===== config.mk =====
export PLATFORM = sky130hd
export DESIGN_NAME = calc_operand_fsm_flat
export DESIGN_NICKNAME = d
export VERILOG_FILES = /design/src/rtl/calc_operand_if.sv /design/src/rtl/calc_operand_fsm.sv /design/src/flat_wrapper.sv
export SDC_FILE = /design/constraint.sdc
export NUM_CORES = 1
export LEC_CHECK = 0
export CAP_MARGIN = 20
export CELL_PAD_IN_SITES_DETAIL_PLACEMENT = 0
export CELL_PAD_IN_SITES_GLOBAL_PLACEMENT = 1
export CORE_AREA = 2 2 77 60
export CTS_CLUSTER_SIZE = 25
export DETAILED_ROUTE_END_ITERATION = 12
export DIE_AREA = 0 0 79 62
export PLACE_DENSITY_LB_ADDON = 0.1
export SYNTH_ARGS = -nofsm -noshare
export SYNTH_HDL_FRONTEND = slang
export SYNTH_SLANG_ARGS = --single-unit
export TNS_END_PERCENT = 20

===== constraint.sdc =====
create_clock -name clk -period 2.15 [get_ports clk]
set_input_delay 0.3225 -clock clk [delete_from_list [all_inputs] [get_ports clk]]
set_output_delay 0.3225 -clock clk [all_outputs]
set_load 0.02 [all_outputs]

===== src/rtl/calc_operand_if.sv =====
// Operand-sequencing bus: switch/key front end, adder_8bit drive/return and result/status outputs.
interface calc_operand_if #(
  parameter int unsigned WIDTH = 8
);
  logic [WIDTH-1:0] data_in;
  logic             op_in;
  logic             enter;
  logic             clear;
  logic [WIDTH-1:0] add_a;
  logic [WIDTH-1:0] add_b;
  logic             add_cin;
  logic [WIDTH:0]   add_sum;
  logic [WIDTH-1:0] result;
  logic             carry_out;
  logic             negative;
  logic             result_valid;
  logic [1:0]       state_out;

  // Environment side: front end plus the external adder.
  modport master (
    output data_in, op_in, enter, clear, add_sum,
    input  add_a, add_b, add_cin, result, carry_out, negative, result_valid, state_out
  );

  // Sequencer side.
  modport slave (
    input  data_in, op_in, enter, clear, add_sum,
    output add_a, add_b, add_cin, result, carry_out, negative, result_valid, state_out
  );
endinterface


===== src/rtl/calc_operand_fsm.sv =====
// Captures operand A, then operand B and operator, drives adder_8bit and registers its Sum.
// Subtract is performed as A + ~B + 1 through the same adder.
module calc_operand_fsm #(
  parameter int unsigned WIDTH = 8
) (
  input logic           clk,
  input logic           rst,
  calc_operand_if.slave bus
);

  typedef enum logic [1:0] {
    IDLE  = 2'd0,
    GOT_A = 2'd1,
    EXEC  = 2'd2,
    DONE  = 2'd3
  } state_e;

  state_e           state_q,  state_d;
  logic [WIDTH-1:0] a_q,      a_d;
  logic [WIDTH-1:0] b_q,      b_d;
  logic             op_q,     op_d;
  logic [WIDTH-1:0] result_q, result_d;
  logic             carry_q,  carry_d;
  logic             neg_q,    neg_d;
  logic             valid_q,  valid_d;
  logic             enter_q;
  logic             enter_pulse;

  assign enter_pulse = bus.enter & ~enter_q;

  // Next-state and datapath capture; clear overrides any enter edge.
  always_comb begin
    state_d  = state_q;
    a_d      = a_q;
    b_d      = b_q;
    op_d     = op_q;
    result_d = result_q;
    carry_d  = carry_q;
    neg_d    = neg_q;

    if (bus.clear) begin
      state_d = IDLE;
      a_d     = '0;
      b_d     = '0;
      op_d    = 1'b0;
    end else begin
      case (state_q)
        IDLE: begin
          if (enter_pulse) begin
            a_d     = bus.data_in;
            state_d = GOT_A;
          end
        end
        GOT_A: begin
          if (enter_pulse) begin
            b_d     = bus.data_in;
            op_d    = bus.op_in;
            state_d = EXEC;
          end
        end
        EXEC: begin
          result_d = bus.add_sum[WIDTH-1:0];
          carry_d  = op_q ? 1'b0 : bus.add_sum[WIDTH];
          neg_d    = op_q ? ~bus.add_sum[WIDTH] : 1'b0;
          state_d  = DONE;
        end
        DONE: begin
          if (enter_pulse) begin
            a_d     = bus.data_in;
            state_d = GOT_A;
          end
        end
        default: state_d = IDLE;
      endcase
    end

    valid_d = (state_d == DONE);
  end

  always_ff @(posedge clk) begin
    if (rst) begin
      state_q  <= IDLE;
      a_q      <= '0;
      b_q      <= '0;
      op_q     <= 1'b0;
      result_q <= '0;
      carry_q  <= 1'b0;
      neg_q    <= 1'b0;
      valid_q  <= 1'b0;
      enter_q  <= 1'b0;
    end else begin
      state_q  <= state_d;
      a_q      <= a_d;
      b_q      <= b_d;
      op_q     <= op_d;
      result_q <= result_d;
      carry_q  <= carry_d;
      neg_q    <= neg_d;
      valid_q  <= valid_d;
      enter_q  <= bus.enter;
    end
  end

  // Adder operands come straight from the captured registers, stable through EXEC.
  assign bus.add_a        = a_q;
  assign bus.add_b        = op_q ? ~b_q : b_q;
  assign bus.add_cin      = op_q;
  assign bus.result       = result_q;
  assign bus.carry_out    = carry_q;
  assign bus.negative     = neg_q;
  assign bus.result_valid = valid_q;
  assign bus.state_out    = state_q;

endmodule


===== src/flat_wrapper.sv =====
// flat-port wrapper written by rule: the top's interface ports become plain ports
module calc_operand_fsm_flat 
#(
  parameter int unsigned WIDTH = 8
)
  (clk, rst, bus_data_in, bus_op_in, bus_enter, bus_clear, bus_add_sum, bus_add_a, bus_add_b, bus_add_cin, bus_result, bus_carry_out, bus_negative, bus_result_valid, bus_state_out);
  calc_operand_if #(.WIDTH(WIDTH)) bus_i ();
  input logic clk;
  input logic rst;
  input wire logic [$bits(bus_i.data_in)-1:0] bus_data_in;
  input wire logic [$bits(bus_i.op_in)-1:0] bus_op_in;
  input wire logic [$bits(bus_i.enter)-1:0] bus_enter;
  input wire logic [$bits(bus_i.clear)-1:0] bus_clear;
  input wire logic [$bits(bus_i.add_sum)-1:0] bus_add_sum;
  output wire logic [$bits(bus_i.add_a)-1:0] bus_add_a;
  output wire logic [$bits(bus_i.add_b)-1:0] bus_add_b;
  output wire logic [$bits(bus_i.add_cin)-1:0] bus_add_cin;
  output wire logic [$bits(bus_i.result)-1:0] bus_result;
  output wire logic [$bits(bus_i.carry_out)-1:0] bus_carry_out;
  output wire logic [$bits(bus_i.negative)-1:0] bus_negative;
  output wire logic [$bits(bus_i.result_valid)-1:0] bus_result_valid;
  output wire logic [$bits(bus_i.state_out)-1:0] bus_state_out;
  assign bus_i.data_in = bus_data_in;
  assign bus_i.op_in = bus_op_in;
  assign bus_i.enter = bus_enter;
  assign bus_i.clear = bus_clear;
  assign bus_i.add_sum = bus_add_sum;
  assign bus_add_a = bus_i.add_a;
  assign bus_add_b = bus_i.add_b;
  assign bus_add_cin = bus_i.add_cin;
  assign bus_result = bus_i.result;
  assign bus_carry_out = bus_i.carry_out;
  assign bus_negative = bus_i.negative;
  assign bus_result_valid = bus_i.result_valid;
  assign bus_state_out = bus_i.state_out;
  calc_operand_fsm #(.WIDTH(WIDTH)) u_core (.clk(clk), .rst(rst), .bus(bus_i));
endmodule

## Word level (Yosys, flattened, before mapping)

Cells that the tools add are included.

| storage, ports and cells | value |
|---|---|
| register bits after elaboration | 31 |
| input port bits | 22 |
| output and inout bits | 30 |
| logic and storage cells | 31 |

| cells by class | value |
|---|---|
| eq/ne operators | 4 |
| muxes and demuxes | 7 |
| bitwise operators | 5 |
| reductions and logical operators | 6 |

Operators with widths:

| kind | count |
|---|---|
| 8-bit 2-to-1 mux | 1 |
| 8-bit NOT | 1 |
| 2-bit == test, second input constant | 3 |
| 2-bit 2-to-1 mux | 3 |
| 2-bit case mux with 3 select lines | 1 |
| 2-bit AND reduction | 3 |
| 2-bit OR reduction | 2 |
| 1-bit NOT | 3 |
| 2-bit by 1-bit == test with 1-bit output, second input constant | 1 |
| 2-bit zero test | 1 |
| 1-bit 2-to-1 mux | 2 |
| 1-bit AND | 1 |

## Logic depth before layout (Yosys ltp)

| logic depth | value |
|---|---|
| depth in word-level cells | 6 |
| mapped depth | 6 |
| mapped depth without buffers | 5 |

## Least setup slack after synthesis

No wires, ideal clock.

| timing | value |
|---|---|
| kind | register to register |
| from | register u_core.state_q[0] (netlist: u_core.bus.state_out[0]) |
| to | register u_core.valid_q (netlist: u_core.bus.result_valid) |
| library setup time | 0.132 ns |
| data arrival time | 1.325 ns |
| data required time | 2.018 ns |
| path slack | 0.693 ns |
| stages on the path, launching flop included | 6 |
| path buffers | 1 |
| period minus slack after synthesis | 1.457 ns |
| path through | dfxtp_1 inv_1 ha_1 buf_2 o2111ai_1 a21oi_1 |

| between the ends | value |
|---|---|
| longest elaborated chain between the ends | 5 |
| elaborated cells between the ends (all ways) | 10 |
| classes of those cells | eq/ne: 4; mux: 4; reduce/logical: 2 |

Ends and longest elaborated chain:

| item | RTL line | text |
|---|---|---|
| from (decl) | calc_operand_fsm.sv:18 | `state_e state_q, state_d;` |
| from (signal assigned) | calc_operand_fsm.sv:92 | `state_q <= state_d;` |
| 2-bit == test or 2-bit zero test (tied branches) | calc_operand_fsm.sv:47 | `case (state_q)` |
| 2-bit OR reduction (no line) | -- |  |
| 2-bit case mux with 3 select lines * | calc_operand_fsm.sv:47 |  |
| 2-bit 2-to-1 mux * | calc_operand_fsm.sv:41 | `if (bus.clear) begin` |
| 2-bit == test * | calc_operand_fsm.sv:77 | `valid_d = (state_d == DONE);` |
| to (signal assigned) | calc_operand_fsm.sv:99 | `valid_q <= valid_d;` |
| to (decl) | calc_operand_fsm.sv:25 | `logic valid_q, valid_d;` |

Mark *: on every way between the ends. The rest lies on a longest branch, timed or not.
A chain may end at the register's enable or synchronous reset.

## Worst setup path after layout

| timing | value |
|---|---|
| from | register u_core.op_q (netlist: u_core.bus.add_cin) |
| to | output port bus_add_b[4] |

| between the ends | value |
|---|---|
| longest elaborated chain between the ends | 1 |

Ends and longest elaborated chain:

| item | RTL line | text |
|---|---|---|
| from (decl) | calc_operand_fsm.sv:21 | `logic op_q, op_d;` |
| from (signal assigned) | calc_operand_fsm.sv:95 | `op_q <= op_d;` |
| 8-bit 2-to-1 mux | calc_operand_fsm.sv:106 | `assign bus.add_b = op_q ? ~b_q : b_q;` |
| to (decl) | flat_wrapper.sv:16 | `output wire logic [$bits(bus_i.add_b)-1:0] bus_add_b;` |

No other way between the ends.

==> flow_summary.json <==
{
  "nNetsFinal": 230,
  "drt_wl_total_mm": 3.33,
  "multi_input_area_um2": 594,
  "synthAdderAreaFrac_pct": 2.93,
  "diodes": 0,
  "cts.clk_slew.worst_paths_ns": 0.06,
  "dp.cells": 255,
  "initial_core_util_pct": 30.1,
  "syn_inst": 154,
  "fin_setup_tns_ns": 0,
  "path_cells": "xor2_1 -> clkdlybuf4s50_1",
  "cp_top_family": "buffers and inverters",
  "cts_setup_buffers": 0,
  "cts_root_buf": "clkbuf_8",
  "p_leak_uw": 0.000674,
  "worst_pin_slew_ns": 0.425,
  "ff_latch_area_um2": 622,
  "final_layout_size_suffix_gt1_share_pct": 5.83,
  "antenna_found_initial": 0,
  "path_depth": 2,
  "detail_route.iter0.violations": 45,
  "p_per_area_nw_per_um2": 603,
  "synth_nets": 179,
  "insertion_delay_ns": 0.28,
  "reg2reg_to": "u_core.bus.add_a[1]",
  "syn_area_um2": 1280,
  "grt_pass1_vias": 1069,
  "power.combinational.fraction_pct": 11.6,
  "cts_made_buffers": 5,
  "viasPerCell": 4.55,
  "clock_power_share_pct": 37.2,
  "ys_types": 20,
  "synth.area.mux_share_pct": 0,
  "dpl.hpwl_mm": 2.42,
  "maxSlewHeadroom_pct": 71.7,
  "drtPass1Iterations": 4,
  "crit_buf_inv": 1,
  "gp_congestion": 0.714,
  "io_pins": 52,
  "slew_violations": 0,
  "finClkSkew_ns": 0.00688,
  "endpoint": "bus_add_b[4]",
  "grt_max_degree": 21,
  "fmax_mhz": 526,
  "drv_cap": 0,
  "ir_drop_uv": 326,
  "port_buffers": 51,
  "num_vias": 1196,
  "die_x_um": 79,
  "critPathMaxStageDelay_ns": 0.62,
  "worstSetupPathType": "flip-flop to output pin",
  "fillers": 434,
  "crit_required_ns": 1.83,
  "hold_viol_final": 0,
  "setup_viol": 0,
  "clockBufferDepth": 2,
  "detail-route-antenna-nets": 0,
  "synth-seq-area-share_pct": 48.4,
  "reg2reg_from": "u_core.bus.state_out[0]",
  "worst_ep_arrival_time_ns": 1.58,
  "r2r_cells": 5,
  "crit_fanout": 12,
  "die_h_um": 62,
  "min_period_ns": 1.90,
  "seqPwrFrac_pct": 51.2,
  "htreeDepth": 2,
  "postCtsHoldBufs": 0,
  "cp-end-kind": "output pin",
  "startpoint": "u_core.bus.add_cin",
  "rows": 21,
  "synth_compound_area_share_pct": 14.0,
  "grt_pass1_wl_mm": 5.13,
  "p_switching_uw": 276,
  "grtUsageTotal_pct": 14.2,
  "startpoint_type": "flip-flop",
  "hold_class": "flip-flop to flip-flop",
  "swShare_pct": 23.9,
  "cp_slowest_cell": "clkdlybuf4s50_1",
  "cts_resized": 0,
  "synth_top_family_by_area": "simple AND/OR/NAND/NOR gates",
  "fin_crit_sh_pct": 88.4,
  "layout_common_cells": "clkdlybuf4s50_1, nand2_1, dfxtp_1",
  "synthXorXnorAreaFrac_pct": 5.47,
  "internal_power_uw": 878,
  "wire_per_inst_um": 12.6,
  "ys_seq_elements": 31,
  "cts_tree": "yes",
  "drc_errors": 0,
  "synth-simple-area-share_pct": 24.0,
  "fin_cells": 263,
  "rsz0062_at_grt": "no",
  "syn_area_per_cell_um2": 8.32,
  "yosysWarnings": 0,
  "outcome": "finished, final reports clean",
  "area_growth_pct": 49.3,
  "clock_sinks": 31,
  "rrSetupSlack_ns": 0.39,
  "die-area_um2": 4900,
  "design.core.area_um2": 4260,
  "grt.overflow.total": 0,
  "mostFrequentLayoutCell": "clkdlybuf4s50_1"
}
## logic make-up after synthesis
family	after synthesis
DFF	31
and+or+nand+nor	67
xor gates and xnor gates	8
adders and majority gates	3
AOI/OAI and AO/OA	32
buffers and inverters	13
## worst register-to-register path: stages, from the launching register on
cell and delay [ns]:
dfxtp_1 0.43, inv_1 0.08, ha_1 0.53, nand3b_1 0.34
nand2_1 0.18, a21oi_1 0.07
## metal layers
metal / GRT usage, % / routed length, µm
met2: 20.7 / 1430
met5: 0 / 0
met4: 8.13 / 63
met3: 4.62 / 160
met1: 18.7 / 1670
## how the worst min path moves through the flow
stage | start | end | slack (ns) | cells after the start
2_1_floorplan | rst | u_core.enter_q | 0.39 | 1
3_3_place_gp | u_core.bus.result[3] | u_core.bus.result[3] | 0.44 | 2
3_5_place_dp | u_core.bus.result[7] | u_core.bus.result[7] | 0.45 | 2
4_1_cts | u_core.bus.result[7] | u_core.bus.result[7] | 0.46 | 2
5_1_grt | u_core.bus.add_a[3] | u_core.bus.add_a[3] | 0.47 | 2
6_report | u_core.bus.result[7] | u_core.bus.result[7] | 0.45 | 2
## power groups by stage
stage / registers (µW) / clock network (µW) / logic, µW
4_1_cts: 590 / 448 / 134
5_1_grt: 591 / 473 / 143
6_report: 591 / 430 / 134
3_5_place_dp: 603 / 0 / 133
3_3_place_gp: 603 / 0 / 132
2_1_floorplan: 610 / 0 / 54.9
## synthesized netlist by cell type (all sizes together)
| cell type | instances | area [µm²] |
|---|---|---|
| nand3b | 4 | 30.0 |
| nor2b | 2 | 12.5 |
| dfxtp | 31 | 621 |
| inv | 3 | 11.3 |
| ha | 3 | 37.5 |
| a21oi | 28 | 140 |
| a41oi | 1 | 8.76 |
| clkbuf | 3 | 11.3 |
| or2 | 1 | 6.26 |
| and2b | 1 | 7.51 |
| o2111ai | 1 | 8.76 |
| a221oi | 1 | 15.0 |
| buf | 7 | 43.8 |
| nand3 | 18 | 90.1 |
| nand2 | 38 | 143 |
| xor2 | 8 | 70.1 |
| o22ai | 1 | 6.26 |
| nand2b | 3 | 18.8 |
## cell type report
| class | instances | area share, % |
|---|---|---|
| inverter | 3 | 0.589 |
| tap | 57 | 3.73 |
| multi-input combinational | 110 | 31.1 |
| clock buffer | 7 | 3.99 |
| timing repair buffer | 54 | 27.9 |
| sequential | 31 | 32.5 |
| clock inverter | 1 | 0.262 |
## stage by stage
stage	total power (µW)	instance area (µm²)	hold WS, ns	utilization [%]	setup WS [ns]
CTS	1170	1910	0.456	44.9	0.0451
finish	1150	1910	0.452	44.9	0.250
global route	1210	1910	0.474	44.9	0.137
detailed placement	737	1830	0.447	43.0	0.357
global placement	734	1830	0.441	43.0	0.395
floorplan	665	1280	0.394	-	0.693
## state kept, by name, summed over array words and instances, names as in the netlist
name / count
u_core.b_q: 8
u_core.bus.add_a: 8
u_core.bus.result_valid: 1
u_core.bus.result: 8
u_core.bus.carry_out: 1
u_core.bus.negative: 1
u_core.enter_q: 1
u_core.bus.add_cin: 1
u_core.bus.state_out: 2
Power figures use the tool's default switching activity.
